$ cat config.mk
export PLATFORM = sky130hd
export DESIGN_NAME = dmem_arbiter
export DESIGN_NICKNAME = d
export VERILOG_FILES = /design/src/rtl/dmem_arbiter.sv
export SDC_FILE = /design/constraint.sdc
export NUM_CORES = 1
export LEC_CHECK = 0
export CAP_MARGIN = 40
export CORE_AREA = 2 2 124 126
export DETAILED_ROUTE_END_ITERATION = 16
export DIE_AREA = 0 0 126 128
export DONT_BUFFER_PORTS = 1
export MAX_ROUTING_LAYER = met4
export SETUP_SLACK_MARGIN = 0.02
export SLEW_MARGIN = 20
export SYNTH_ARGS = -nofsm -noshare
export SYNTH_HDL_FRONTEND = slang
export SYNTH_SLANG_ARGS = --single-unit
export TNS_END_PERCENT = 5
$ cat constraint.sdc
create_clock -name clk -period 3.24 [get_ports clk]
set_clock_uncertainty 0.2 [all_clocks]
set_input_delay 0.648 -clock clk [delete_from_list [all_inputs] [get_ports clk]]
set_output_delay 0.648 -clock clk [all_outputs]
set_load 0.01 [all_outputs]
$ cat src/rtl/dmem_arbiter.sv
// rtl/dmem_arbiter.sv - single-port data memory arbiter between core load/store and host port
//
// Shares one single-port data RAM between the core's load/store path and a
// host (debug/loader/DMA) port. The core wins by default. A saturating wait
// counter guarantees the host a slot after STARVE_LIMIT contended cycles.
// A beat counter caps a host burst at MAX_BURST beats, followed by one
// cool-down cycle in which the core is preferred.
//
// Optional feature macro: DMEM_ARB_PERF_CNT_EN
//   defined   : 16-bit saturating stall / host-beat performance counters
//   undefined : perf outputs tie to zero, no counter flops
//
// Ports:
//   clk              system clock, rising edge
//   areset           asynchronous reset, active-low
//   core_req/we      core access request / write enable
//   core_addr/wdata  core word address / write data
//   core_rdata       combinational passthrough of mem_rdata
//   core_stall       core requested but the host owns the memory
//   host_valid/we    host request valid / write enable
//   host_addr/wdata  host word address / write data
//   host_ready       host beat accepted this cycle
//   host_rvalid      one-cycle pulse, registered host read data valid
//   host_rdata       registered host read data
//   mem_addr/we/wdata  to RAM
//   mem_rdata        RAM combinational read data
//   perf_core_stall  cycles with core_stall=1 (optional)
//   perf_host_beats  cycles with host_ready=1 (optional)

module dmem_arbiter #(
   parameter int AW           = 30,
   parameter int DW           = 32,
   parameter int STARVE_LIMIT = 4,
   parameter int MAX_BURST    = 4
) (
   input  logic          clk,
   input  logic          areset,

   input  logic          core_req,
   input  logic          core_we,
   input  logic [AW-1:0] core_addr,
   input  logic [DW-1:0] core_wdata,
   output logic [DW-1:0] core_rdata,
   output logic          core_stall,

   input  logic          host_valid,
   input  logic          host_we,
   input  logic [AW-1:0] host_addr,
   input  logic [DW-1:0] host_wdata,
   output logic          host_ready,
   output logic          host_rvalid,
   output logic [DW-1:0] host_rdata,

   output logic [AW-1:0] mem_addr,
   output logic          mem_we,
   output logic [DW-1:0] mem_wdata,
   input  logic [DW-1:0] mem_rdata,

   output logic [15:0]   perf_core_stall,
   output logic [15:0]   perf_host_beats
);

   localparam int WW = $clog2(STARVE_LIMIT + 1);
   localparam int BW = $clog2(MAX_BURST + 1);

   localparam logic [WW-1:0] WAIT_MAX  = WW'(STARVE_LIMIT);
   localparam logic [BW-1:0] BEAT_LAST = BW'(MAX_BURST - 1);
   localparam logic [BW-1:0] BEAT_ONE  = BW'(1);

   typedef enum logic [1:0] {
      ARB_CORE = 2'd0,
      ARB_HOST = 2'd1,
      ARB_COOL = 2'd2
   } arb_state_t;

   arb_state_t    state;
   logic [WW-1:0] wait_cnt;
   logic [BW-1:0] beat_cnt;

   logic grant_host_raw;
   logic grant_host;
   logic grant_core;

   // Host grant rule per arbiter state.
   always_comb begin
      grant_host_raw = 1'b0;
      case (state)
         ARB_CORE: grant_host_raw = host_valid && (!core_req || (wait_cnt == WAIT_MAX));
         ARB_HOST: grant_host_raw = host_valid;
         ARB_COOL: grant_host_raw = host_valid && !core_req;
         default:  grant_host_raw = 1'b0;
      endcase
   end

   // While in reset nothing may be granted, so no write can reach the RAM and
   // neither side sees a handshake or a stall.
   assign grant_host = grant_host_raw && areset;
   assign grant_core = core_req && !grant_host && areset;

   assign host_ready = grant_host;
   assign core_stall = core_req && grant_host;
   assign core_rdata = mem_rdata;

   // With no grant the core side drives address/data so a plain core read
   // stays a single combinational path.
   always_comb begin
      mem_addr  = core_addr;
      mem_wdata = core_wdata;
      mem_we    = 1'b0;
      if (grant_host) begin
         mem_addr  = host_addr;
         mem_wdata = host_wdata;
         mem_we    = host_we;
      end else if (grant_core) begin
         mem_we    = core_we;
      end
   end

   always_ff @(posedge clk or negedge areset) begin
      if (!areset) begin
         state       <= ARB_CORE;
         wait_cnt    <= '0;
         beat_cnt    <= '0;
         host_rvalid <= 1'b0;
         host_rdata  <= '0;
      end else begin
         // Host read data is captured from the RAM in the granted cycle and
         // presented for exactly one cycle afterwards.
         if (grant_host && !host_we) begin
            host_rvalid <= 1'b1;
            host_rdata  <= mem_rdata;
         end else begin
            host_rvalid <= 1'b0;
         end

         case (state)
            ARB_CORE: begin
               if (grant_host) begin
                  // A single-beat burst limit goes straight to cool-down.
                  state    <= (MAX_BURST == 1) ? ARB_COOL : ARB_HOST;
                  beat_cnt <= BEAT_ONE;
                  wait_cnt <= '0;
               end else if (host_valid && core_req) begin
                  if (wait_cnt != WAIT_MAX) begin
                     wait_cnt <= wait_cnt + 1'b1;
                  end
               end else begin
                  wait_cnt <= '0;
               end
            end

            ARB_HOST: begin
               if (!host_valid) begin
                  // Burst ended early by the host: no cool-down penalty.
                  state    <= ARB_CORE;
                  beat_cnt <= '0;
               end else if (beat_cnt == BEAT_LAST) begin
                  state    <= ARB_COOL;
               end else begin
                  beat_cnt <= beat_cnt + 1'b1;
               end
            end

            ARB_COOL: begin
               state    <= ARB_CORE;
               beat_cnt <= '0;
               wait_cnt <= '0;
            end

            default: begin
               state    <= ARB_CORE;
               beat_cnt <= '0;
               wait_cnt <= '0;
            end
         endcase
      end
   end

`ifdef DMEM_ARB_PERF_CNT_EN
   logic [15:0] stall_cycles;
   logic [15:0] host_beats;

   always_ff @(posedge clk or negedge areset) begin
      if (!areset) begin
         stall_cycles <= '0;
         host_beats   <= '0;
      end else begin
         if (core_stall && (stall_cycles != 16'hFFFF)) begin
            stall_cycles <= stall_cycles + 16'd1;
         end
         if (host_ready && (host_beats != 16'hFFFF)) begin
            host_beats <= host_beats + 16'd1;
         end
      end
   end

   assign perf_core_stall = stall_cycles;
   assign perf_host_beats = host_beats;
`else
   assign perf_core_stall = 16'd0;
   assign perf_host_beats = 16'd0;
`endif

endmodule

==> results.md <==
- Vias/cell: roughly 4.3
- Total GRT Usage: 12.0%
- Power share of the combinational group: 21.8%
- Largest family of logic cells by synthesized area: multiplexers
- Clock root buffer: clkbuf_16
- Max Cap Viol: 0
- CTS tree: done
- Final worst setup slack: around 180 ps
- Clock insertion delay at the later pin of the skew report: 280 ps
- Leak Pwr: 1.23 nW
- Starting DRT DRC Count: 44
- Clock share of power: 35.0%
- Net Sw Frac: 29.1%
- R2r worst-path depth: 7
- Multiplexer share of the synthesized area: 36.5%
- Fmax: ~330 MHz
- Net Sw Power: 0.522 mW
- Worst slack at placement: 431 ps
- Synth Register Bits: 41
- Int Power: 1.27 mW
- Synth unique cells: 32
- Vias in the first global route: between 1,500 and 2,000
- Final setup vio count: 0
- Placer Congestion: 0.830
- I/O pin count: 324
- TritonRoute pass-1 iters: 4
- Post-route DRC: 0
- Vias: around 1,800
- Antenna Nets Post-Route: 0
- Synth Area in Compound Gates: under 10%
- CP arrival: 2210 ps
- Post-Route WL: 10,200 um
- DPL Wire Length: 8690 um
- DIE AREA: 16,100 um2
- Row count: 45
- Worst Path Max Fanout: 33
- Post-Synthesis Cells: 261
- Max rail drop VDD: about 0.00018 V
- Starting density of the core: between 20% and 30%
- CP endpoint kind: primary output
- Placed Cells: between 400 and 500
- Setup TNS Final: 0 ps
- Post-CTS sizing: 0
- IO Port Bufs: 0
- Seq/Total Area, Yosys: 34.2%
- Reg clk slew, reported paths: 60 ps
- Share of layout cells above drive strength 1: 48.7%
- Final Hold Vio Count: 0
- Period minus WS final: 3060 ps
- Clock tree sinks: 41
- Die width: 126 um
- Worst path required time: 2390 ps
- Post-Layout Cell Count: 425
- Element type at the critical path start: register
- Avg Inst Size Synth: roughly 11 um2
- Yosys Warn Count: 0
- Hold Path Class: primary input to asynchronous set/reset pin
- Mapped cell area: 3000 um2
- First-pass GRT wire length: 13,500 um
- Grt ovf: 0
- Most frequent cells in the layout: mux2_2 (94), dfrtp_1 (41), conb_1 (32), inv_1 (8)
- Kind of critical path: register to primary output
- CTS buffer count: 5
- Most common cell after layout, fill and taps aside: mux2_2
- Status: finished clean
- Largest net degree at the start of global routing: 65
- Register share of total power: 43.1%
- XOR/XNOR Fraction of Synth Area: less than 1%
- RSZ-0062 raised after global routing: no
- Core Area: ~15,000 um2
- Routed wire per std cell: around 24 um
- Final period utilization: 94.5%
- Fin. max-slew vios: 0
- Final nets: ~400
- H-tree lvl count: 2
- Clk buf depth: 2
- Tot Pwr: 1.79 mW
- Power density cells: 580 nW/um2
- Area delta synth->final: 3.05%
- Synth Area in Adders: around 1.7%
- Simple-Gate Fraction of Synth Area: between 3 and 4%
- Die height: 128 um
- Initial antenna violation count: 6
==> power by group through the flow <==
stage	clock network, mW	logic, mW	registers (mW)
global placement	0	0.357	0.777
global route	0.674	0.434	0.787
finish	0.627	0.391	0.772
CTS	0.648	0.391	0.774
floorplan	0	0.389	0.757
detailed placement	0	0.376	0.782
==> metal layers <==
metal / routed length (um) / global-route usage [%] / part of all wire (%) / up-vias
li1: - / - / - / 761
met1: 3290 / 11.5 / 32 / 849
met2: 5200 / 20.2 / 51 / 185
met3: 1540 / 7.55 / 15 / 13
met4: 165 / 3.56 / 1.6 / 0
met5: 0 / - / 0 / -
==> per-stage QoR <==
step | hold WS, ps | area [um2] | util, %
finish | 1.32 | 3090 | 20.8
global route | 11.0 | 3090 | 20.8
CTS | 4.02 | 3030 | 20.4
detailed placement | 153 | 2820 | 19.0
global placement | 154 | 2820 | 19.0
floorplan | 152 | 3110 | -
==> sequential cells by signal (all words and copies together), names as in the netlist <==
name,flops
wait_cnt,3
beat_cnt,3
state,2
host_rvalid,1
host_rdata,32
==> cells in the mapped netlist, drive strengths merged <==
cell type / count / area, um2
and2: 1 / 6.26
a211o: 1 / 8.76
inv: 8 / 30.0
nand4: 1 / 6.26
o311ai: 1 / 8.76
and4b: 1 / 10.0
xnor2: 1 / 8.76
nor2: 2 / 7.51
ha: 4 / 50.1
conb: 1 / 3.75
a31oi: 1 / 6.26
or3: 1 / 6.26
nor4bb: 1 / 10.0
mux2i: 2 / 20.0
a21oi: 6 / 33.8
buf: 74 / 562
dfrtp: 41 / 1030
nand2: 6 / 22.5
a21o: 1 / 7.51
nor2b: 1 / 6.26
and3: 2 / 12.5
clkbuf: 1 / 3.75
o22ai: 4 / 25.0
a211oi: 2 / 27.5
nand3b: 1 / 7.51
or2: 1 / 6.26
mux2: 95 / 1070
==> kinds of logic (layout without fill, tap and decap cells) <==
logic type               count (synthesis)  after routing
flip-flops                              41             41
adder cells (fa/ha/maj)                  4              4
AO/OA/AOI/OAI                           16             16
XOR/XNOR                                 1              1
other                                    1             37
buffers and inverters                   83             23
AND/OR/NAND/NOR                         18             18
multiplexers                            97             97
==> path summary, 6_finish.rpt <==
| path | slack, ps | end | startpoint |
|---|---|---|---|
| min reg2reg | 370 | beat_cnt[2]$_DFFE_PN0P_ | beat_cnt[2]$_DFFE_PN0P_ |
| max | 180 | mem_addr[14] | wait_cnt[0]$_DFFE_PN0P_ |
| min in group clk | 320 | host_rdata[10]$_DFFE_PN0P_ | mem_rdata[10] |
| max in group asynchronous | 2630 | host_rdata[16]$_DFFE_PN0P_ | areset |
| max reg2reg | 760 | host_rdata[21]$_DFFE_PN0P_ | wait_cnt[0]$_DFFE_PN0P_ |
| min | 1 | wait_cnt[1]$_DFFE_PN0P_ | areset |
==> area by class of cell <==
cell class | instances | area, um2
inverter | 8 | 30.0
fill | 1590 | 11800
antenna | 5 | 12.5
tap | 188 | 235
sequential | 41 | 1030
timing repair buffer | 7 | 95.1
multi-input combinational | 168 | 1500
clock buffer | 5 | 125
clock inverter | 3 | 65.1
==> critical path: stages, from the launching register on <==
cell	delay, ps
dfrtp_1	380
inv_1	90
ha_1	230
nand3b_1	220
a21oi_4	310
buf_12	240
mux2_2	430
==> repair_timing <==
item                       4_1_cts  5_1_grt
hold endpoints to repair        41        0
setup endpoints to repair        0       62
hold buffers                     1        0
setup buffers                    0        3
No activity file was read; power rests on OpenSTA's default activity.
